[config.mk]
export PLATFORM = sky130hd
export DESIGN_NAME = hls_saturation_mul_sched
export DESIGN_NICKNAME = d
export VERILOG_FILES = /design/src/rtl/hls_saturation_mul_pkg.sv /design/src/rtl/hls_saturation_mul_pipe.sv /design/src/rtl/hls_saturation_mul_sched.sv
export SDC_FILE = /design/constraint.sdc
export NUM_CORES = 1
export LEC_CHECK = 0
export CORE_MARGIN = 2
export CORE_UTILIZATION = 56
export DETAILED_ROUTE_END_ITERATION = 8
export PLACE_DENSITY = 0.81
export RECOVER_POWER = 25
export SLEW_MARGIN = 25
export SYNTH_ARGS = -nofsm -noshare
export SYNTH_HDL_FRONTEND = slang
export SYNTH_SLANG_ARGS = --single-unit
[constraint.sdc]
create_clock -name ap_clk -period 5.8 [get_ports ap_clk]
set_input_delay 0.87 -clock ap_clk [delete_from_list [all_inputs] [get_ports ap_clk]]
set_output_delay 0.87 -clock ap_clk [all_outputs]
set_load 0.02 [all_outputs]
[src/rtl/hls_saturation_mul_pkg.sv]
// Shared constants and helpers for the time-shared saturation-enhance multiplier.
// Holds default operand widths, ID width derivation and the round-robin successor function.
package hls_saturation_mul_pkg;

  localparam int unsigned A_WIDTH_DEF = 20;
  localparam int unsigned B_WIDTH_DEF = 8;
  localparam int unsigned P_WIDTH_DEF = A_WIDTH_DEF + B_WIDTH_DEF;

  function automatic int unsigned clog2(input int unsigned value);
    int unsigned result;
    result = 0;
    for (int unsigned i = 0; i < 32; i++) begin
      if ((64'd1 << i) < 64'(value)) begin
        result = i + 1;
      end
    end
    return result;
  endfunction

  // A single requester still needs a one-bit ID field.
  function automatic int unsigned id_width(input int unsigned n);
    return (n > 1) ? clog2(n) : 1;
  endfunction

  // Wraps modulo the requester count, not modulo 2^ID_W.
  function automatic int unsigned rr_next(input int unsigned idx, input int unsigned n);
    return (idx + 1 >= n) ? 0 : idx + 1;
  endfunction

endpackage

[src/rtl/hls_saturation_mul_pipe.sv]
// Unsigned A x B multiplier with MUL_STAGES output registers, data only.
// No reset on the data path so the registers can be absorbed into a DSP block.
module hls_saturation_mul_pipe
  import hls_saturation_mul_pkg::*;
#(
  parameter int unsigned A_WIDTH    = A_WIDTH_DEF,
  parameter int unsigned B_WIDTH    = B_WIDTH_DEF,
  parameter int unsigned P_WIDTH    = P_WIDTH_DEF,
  parameter int unsigned MUL_STAGES = 3
) (
  input  logic               clk_i,
  input  logic [A_WIDTH-1:0] a_i,
  input  logic [B_WIDTH-1:0] b_i,
  output logic [P_WIDTH-1:0] p_o
);

  logic [P_WIDTH-1:0] p_d [MUL_STAGES];
  logic [P_WIDTH-1:0] p_q [MUL_STAGES];

  always_comb begin
    p_d[0] = P_WIDTH'(a_i) * P_WIDTH'(b_i);
    for (int unsigned i = 1; i < MUL_STAGES; i++) begin
      p_d[i] = p_q[i-1];
    end
  end

  always_ff @(posedge clk_i) begin
    p_q <= p_d;
  end

  assign p_o = p_q[MUL_STAGES-1];

endmodule

[src/rtl/hls_saturation_mul_sched.sv]
// Round-robin scheduler sharing one pipelined unsigned multiplier among NUM_REQ requesters.
// Results return in acceptance order on a shared bus tagged with the requester index.
module hls_saturation_mul_sched
  import hls_saturation_mul_pkg::*;
#(
  parameter int unsigned NUM_REQ    = 3,
  parameter int unsigned A_WIDTH    = A_WIDTH_DEF,
  parameter int unsigned B_WIDTH    = B_WIDTH_DEF,
  parameter int unsigned P_WIDTH    = P_WIDTH_DEF,
  parameter int unsigned MUL_STAGES = 3,
  localparam int unsigned ID_W      = id_width(NUM_REQ)
) (
  input  logic                       ap_clk,
  input  logic                       ap_rst_n,
  input  logic                       cfg_enable,
  input  logic [NUM_REQ-1:0]         req_valid,
  output logic [NUM_REQ-1:0]         req_ready,
  input  logic [NUM_REQ*A_WIDTH-1:0] req_a,
  input  logic [NUM_REQ*B_WIDTH-1:0] req_b,
  output logic                       rsp_valid,
  output logic [ID_W-1:0]            rsp_id,
  output logic [P_WIDTH-1:0]         rsp_p,
  output logic                       busy,
  output logic [31:0]                op_count
);

  // Tag stage 0 sits beside the operand registers; stages 1..MUL_STAGES track the multiplier.
  localparam int unsigned TagStages = MUL_STAGES + 1;

  logic               grant_found;
  logic [ID_W-1:0]    grant_id;
  logic [A_WIDTH-1:0] grant_a;
  logic [B_WIDTH-1:0] grant_b;
  logic               accept;

  logic [ID_W-1:0]    ptr_d, ptr_q;
  logic [31:0]        op_count_d, op_count_q;
  logic [A_WIDTH-1:0] a_d, a_q;
  logic [B_WIDTH-1:0] b_d, b_q;
  logic [TagStages-1:0] vld_d, vld_q;
  logic [ID_W-1:0]    id_d [TagStages];
  logic [ID_W-1:0]    id_q [TagStages];
  logic               rsp_valid_d, rsp_valid_q;
  logic [ID_W-1:0]    rsp_id_d, rsp_id_q;
  logic [P_WIDTH-1:0] rsp_p_d, rsp_p_q;
  logic [P_WIDTH-1:0] mul_p;

  always_comb begin : arb
    int unsigned idx;
    grant_found = 1'b0;
    grant_id    = '0;
    idx         = 32'(ptr_q);
    for (int unsigned k = 0; k < NUM_REQ; k++) begin
      idx = rr_next(idx, NUM_REQ);
      if (!grant_found && req_valid[idx]) begin
        grant_found = 1'b1;
        grant_id    = ID_W'(idx);
      end
    end
  end

  // Ready is gated by reset too, so nothing can be accepted while the pipeline is held clear.
  always_comb begin
    req_ready = '0;
    if (ap_rst_n && cfg_enable && grant_found) begin
      req_ready[grant_id] = 1'b1;
    end
  end

  assign accept = |(req_ready & req_valid);

  always_comb begin
    grant_a = '0;
    grant_b = '0;
    for (int unsigned i = 0; i < NUM_REQ; i++) begin
      if (grant_id == ID_W'(i)) begin
        grant_a = req_a[i*A_WIDTH +: A_WIDTH];
        grant_b = req_b[i*B_WIDTH +: B_WIDTH];
      end
    end
  end

  always_comb begin
    ptr_d      = accept ? grant_id : ptr_q;
    op_count_d = op_count_q + (accept ? 32'd1 : 32'd0);
    a_d        = accept ? grant_a : a_q;
    b_d        = accept ? grant_b : b_q;
    vld_d[0]   = accept;
    id_d[0]    = grant_id;
    for (int unsigned i = 1; i < TagStages; i++) begin
      vld_d[i] = vld_q[i-1];
      id_d[i]  = id_q[i-1];
    end
    rsp_valid_d = vld_q[MUL_STAGES];
    rsp_id_d    = vld_q[MUL_STAGES] ? id_q[MUL_STAGES] : rsp_id_q;
    rsp_p_d     = vld_q[MUL_STAGES] ? mul_p : rsp_p_q;
  end

  always_ff @(posedge ap_clk or negedge ap_rst_n) begin
    if (!ap_rst_n) begin
      ptr_q       <= ID_W'(NUM_REQ - 1);
      op_count_q  <= '0;
      vld_q       <= '0;
      id_q        <= '{default: '0};
      rsp_valid_q <= 1'b0;
      rsp_id_q    <= '0;
      rsp_p_q     <= '0;
    end else begin
      ptr_q       <= ptr_d;
      op_count_q  <= op_count_d;
      vld_q       <= vld_d;
      id_q        <= id_d;
      rsp_valid_q <= rsp_valid_d;
      rsp_id_q    <= rsp_id_d;
      rsp_p_q     <= rsp_p_d;
    end
  end

  always_ff @(posedge ap_clk) begin
    a_q <= a_d;
    b_q <= b_d;
  end

  hls_saturation_mul_pipe #(
    .A_WIDTH    (A_WIDTH),
    .B_WIDTH    (B_WIDTH),
    .P_WIDTH    (P_WIDTH),
    .MUL_STAGES (MUL_STAGES)
  ) u_mul_pipe (
    .clk_i (ap_clk),
    .a_i   (a_q),
    .b_i   (b_q),
    .p_o   (mul_p)
  );

  assign rsp_valid = rsp_valid_q;
  assign rsp_id    = rsp_id_q;
  assign rsp_p     = rsp_p_q;
  assign busy      = (|vld_q) | rsp_valid_q;
  assign op_count  = op_count_q;

endmodule
==> results of run 1 <==
## power breakdown
part	switching (mW)	internal [mW]
Combinational	1.91	1.52
Clock	0.493	0.722
Sequential	0.174	1.81
Total	2.57	4.05
## per-layer routing
metal,GRT usage,up-vias,part of all wire
met1,0.2732,3758,0.41
met4,0.09455,0,0.030
met2,0.4043,202,0.51
li1,-,3613,-
met3,0.04340,42,0.045
met5,0,-,0
## synthesized netlist by cell type (2+ instances only)
library cell  instances
a211o_1               2
o21a_1                5
buf_1                 4
nand4_1               2
o311ai_0              2
and2_1              115
nor3_1                6
a211oi_1              3
nor2_1               56
and4_1                6
o22ai_1               8
o211ai_2              2
nand3_1              15
mux2_2               30
fa_1                108
nand2b_1              3
o21ai_0              10
clkbuf_1             28
xnor2_1              36
or2_2                 2
a21o_1               12
dfxtp_1              84
edfxtp_1             28
a21oi_1              23
o211ai_1              3
nand2_1             114
a31oi_1              21
ha_1                 50
xor2_1               17
o21bai_1              4
dfrtp_1              76
inv_1               139
and3_1                6
## cells by family (layout without fill, tap and decap cells)
logic type	count (synthesis)	in the layout	synth area share
DFF	189	189	0.3999
buffers and inverters	172	334	0.05813
xor gates and xnor gates	53	53	0.04171
and+or+nand+nor	331	331	0.1494
muxes	31	31	0.03126
adders and majority gates	158	158	0.2505
AOI/OAI and AO/OA	108	108	0.06904
## state kept, by name, indices dropped and copies added (netlist names)
register,count
a_q,20
b_q,8
id_d,6
id_q,2
op_count,32
ptr_q,2
rsp_id,2
rsp_p,28
rsp_valid,1
u_mul_pipe.p_d,56
u_mul_pipe.p_o,28
vld_q,4
## metrics by stage
step	total power [mW]	utilization	setup slack, ps	instances
after floorplan	4.503	-	1307	1042
after global placement	5.287	0.6660	904.1	1437
after detailed placement	5.412	0.6660	792.5	1437
after CTS	6.688	0.6979	759.3	1469
after global routing	7.210	0.6975	520.6	1469
final	6.624	0.6975	769.2	1469
## worst max-delay path, stage by stage, from the launching register on
cell       delay (ps)
edfxtp_1          750
nand2_1           160
fa_1              540
fa_1              550
inv_1              50
fa_1              520
inv_1              50
fa_1              540
inv_1              50
ha_1              370
o211ai_2          120
a21oi_2           200
o2111ai_2         240
and3_4            270
o41ai_2           360
xor2_1            180
## cell usage in the layout (no fill, tap or decap), types with 8 or more instances in the layout
master,n
clkdlybuf4s50_1,155
inv_1,139
and2_1,114
nand2_1,114
fa_1,108
dfxtp_1,84
dfrtp_1,76
nor2_1,56
ha_1,50
xnor2_1,36
mux2_2,30
edfxtp_1,28
a21oi_1,23
a31oi_1,21
clkbuf_16,18
xor2_1,17
nand3_1,15
a21o_1,12
o21ai_0,9
o22ai_1,8
## layout make-up
class	instances	area [um^2]	share of cell area
inverter	139	521.8	0.03843
clock buffer	21	471.7	0.03475
tap	265	331.6	0.02442
clock inverter	11	150.1	0.01106
sequential	189	4451	0.3278
multi-input combinational	681	6046	0.4453
timing repair buffer	163	1604	0.1182
## worst max path at each step
stage / from / to / cells after the start
floorplan: b_q[7] / u_mul_pipe.p_d[54] / 15
global placement: b_q[7] / u_mul_pipe.p_d[54] / 14
detailed placement: b_q[7] / u_mul_pipe.p_d[54] / 14
CTS: b_q[7] / u_mul_pipe.p_d[51] / 15
global route: b_q[7] / u_mul_pipe.p_d[51] / 15
finish: b_q[6] / u_mul_pipe.p_d[51] / 15
==> flow_summary.yaml, run 1 <==
run_status:
  status: "finished, violations left"
  violations: "max-capacitance violations, max-slew violations"
floorplanning:
  start_util: 0.5718
  std_cell_rows: 51
  die_area_mm2: 0.02101
  dieWidth_um: 145.0
  core_mm2: 0.01946
  io_pins: 157
  die_h_um: 145.0
detailed_routing:
  first_pass_iters: 4
  viasPerCell: 5.184
  drcViolationCount: 0
  wl_mm: 22.39
  ant_nets: 0
  num_vias: 7615
  initialDrtViolationCount: 290
  avgRoutedWirePerCell_um: 15.24
clock_tree:
  insertion_delay_ps: 430
  cts.clk_slew.worst_paths_ps: 60
  cts_made_buffers: 17
  cts_tree: "done"
  ctsHoldBuffers: 0
  cts.sinks: 189
  root_buffer: "clkbuf_16"
  htreeDepth: 4
  clk_path_buf_depth: 2
  cts_resized: 0
  postCtsSetupRepairBufs: 0
yosys:
  ys_ff_latch: 189
  synth_top_area_share: 0.1943
  yosysTopAreaCell: "fa_1"
  syn_area_mm2: 0.01113
  synthCells: 1042
  synth_edf_count: 28
  synth-seq-area-share: 0.3999
  synth.area.top_cells: "fa_1 19%, dfrtp_1 17%, dfxtp_1 15%"
  async_reset_ff_frac: 0.4074
  syn_nets: 1290
  yosysUniqueCellTypes: 55
  avgSynthCellArea_um2: 10.68
  ys_warn_count: 0
  ys.flop_type: "dfxtp_1"
setup_path:
  endpoint_kind: "flip-flop"
  cp-start-kind: "flip-flop"
  crit_required_ps: 6160
  rr_worst_depth: 15
  worstPathMaxFanout: 20
  r2r_start: "b_q[6]"
  r2r_slack_ps: 770
  crit_type: "flip-flop to flip-flop"
  rr_endpoint: "u_mul_pipe.p_d[51]"
  arrival_ps: 5390
worst_hold_path:
  hold_class: "flip-flop to flip-flop"
  worstHoldStart: "u_mul_pipe.p_d[14]"
  hold_depth: 0
  min_to: "u_mul_pipe.p_o[14]"
timing:
  fin_tns_setup_ps: 0
  setup_violations: 0
  fin_crit_sh: 0.8674
  fmax_ghz: 0.1988
  skew_ps: 15.01
  slew_headroom: -0.3113
  hold_violations: 0
  slew_viol_final: 33
  timing.hold.ws_ps: 324.5
  period_needed_ps: 5031
  rsz0062_at_grt: "no"
  worst_pin_slew_ps: 1967
finish:
  diodes: 0
  finalNetCount: 1439
  fillCellCount: 1445
  fin_area_mm2: 0.01358
  drive_gt1_frac: 0.07143
  area_growth_pct: 21.99
place:
  place_hpwl_mm: 16.77
  io_buffer_count: 156
  place_area_mm2: 0.01296
  gp_congestion: 0.8879
power:
  ir_worst_vdd_mv: 0.3227
  power_density_mw_per_mm2: 487.9
  p_leak_nw: 6.209
global_routing:
  grt_max_degree: 63
  grt_use_total: 0.2281
  grt_pass1_vias: 8257
  grt_antenna_before_repair: 0
  gr-total-overflow: 0
  grt_pass1_wl_mm: 38.82
flow_run:
  maxCapViolations: 1
Power figures use the tool's default switching activity.
==> inputs of run 2 (changes only) <==
--- a/config.mk
+++ b/config.mk
@@ -5,11 +5,13 @@
 export SDC_FILE = /design/constraint.sdc
 export NUM_CORES = 1
 export LEC_CHECK = 0
+export ABC_CLOCK_PERIOD_IN_PS = 5800
 export CORE_MARGIN = 2
 export CORE_UTILIZATION = 56
 export DETAILED_ROUTE_END_ITERATION = 8
 export PLACE_DENSITY = 0.81
 export RECOVER_POWER = 25
+export SKIP_LAST_GASP = 1
 export SLEW_MARGIN = 25
 export SYNTH_ARGS = -nofsm -noshare
 export SYNTH_HDL_FRONTEND = slang
==> results of run 2 <==
The final DEF is identical to that of run 1; final timing and power are the same.
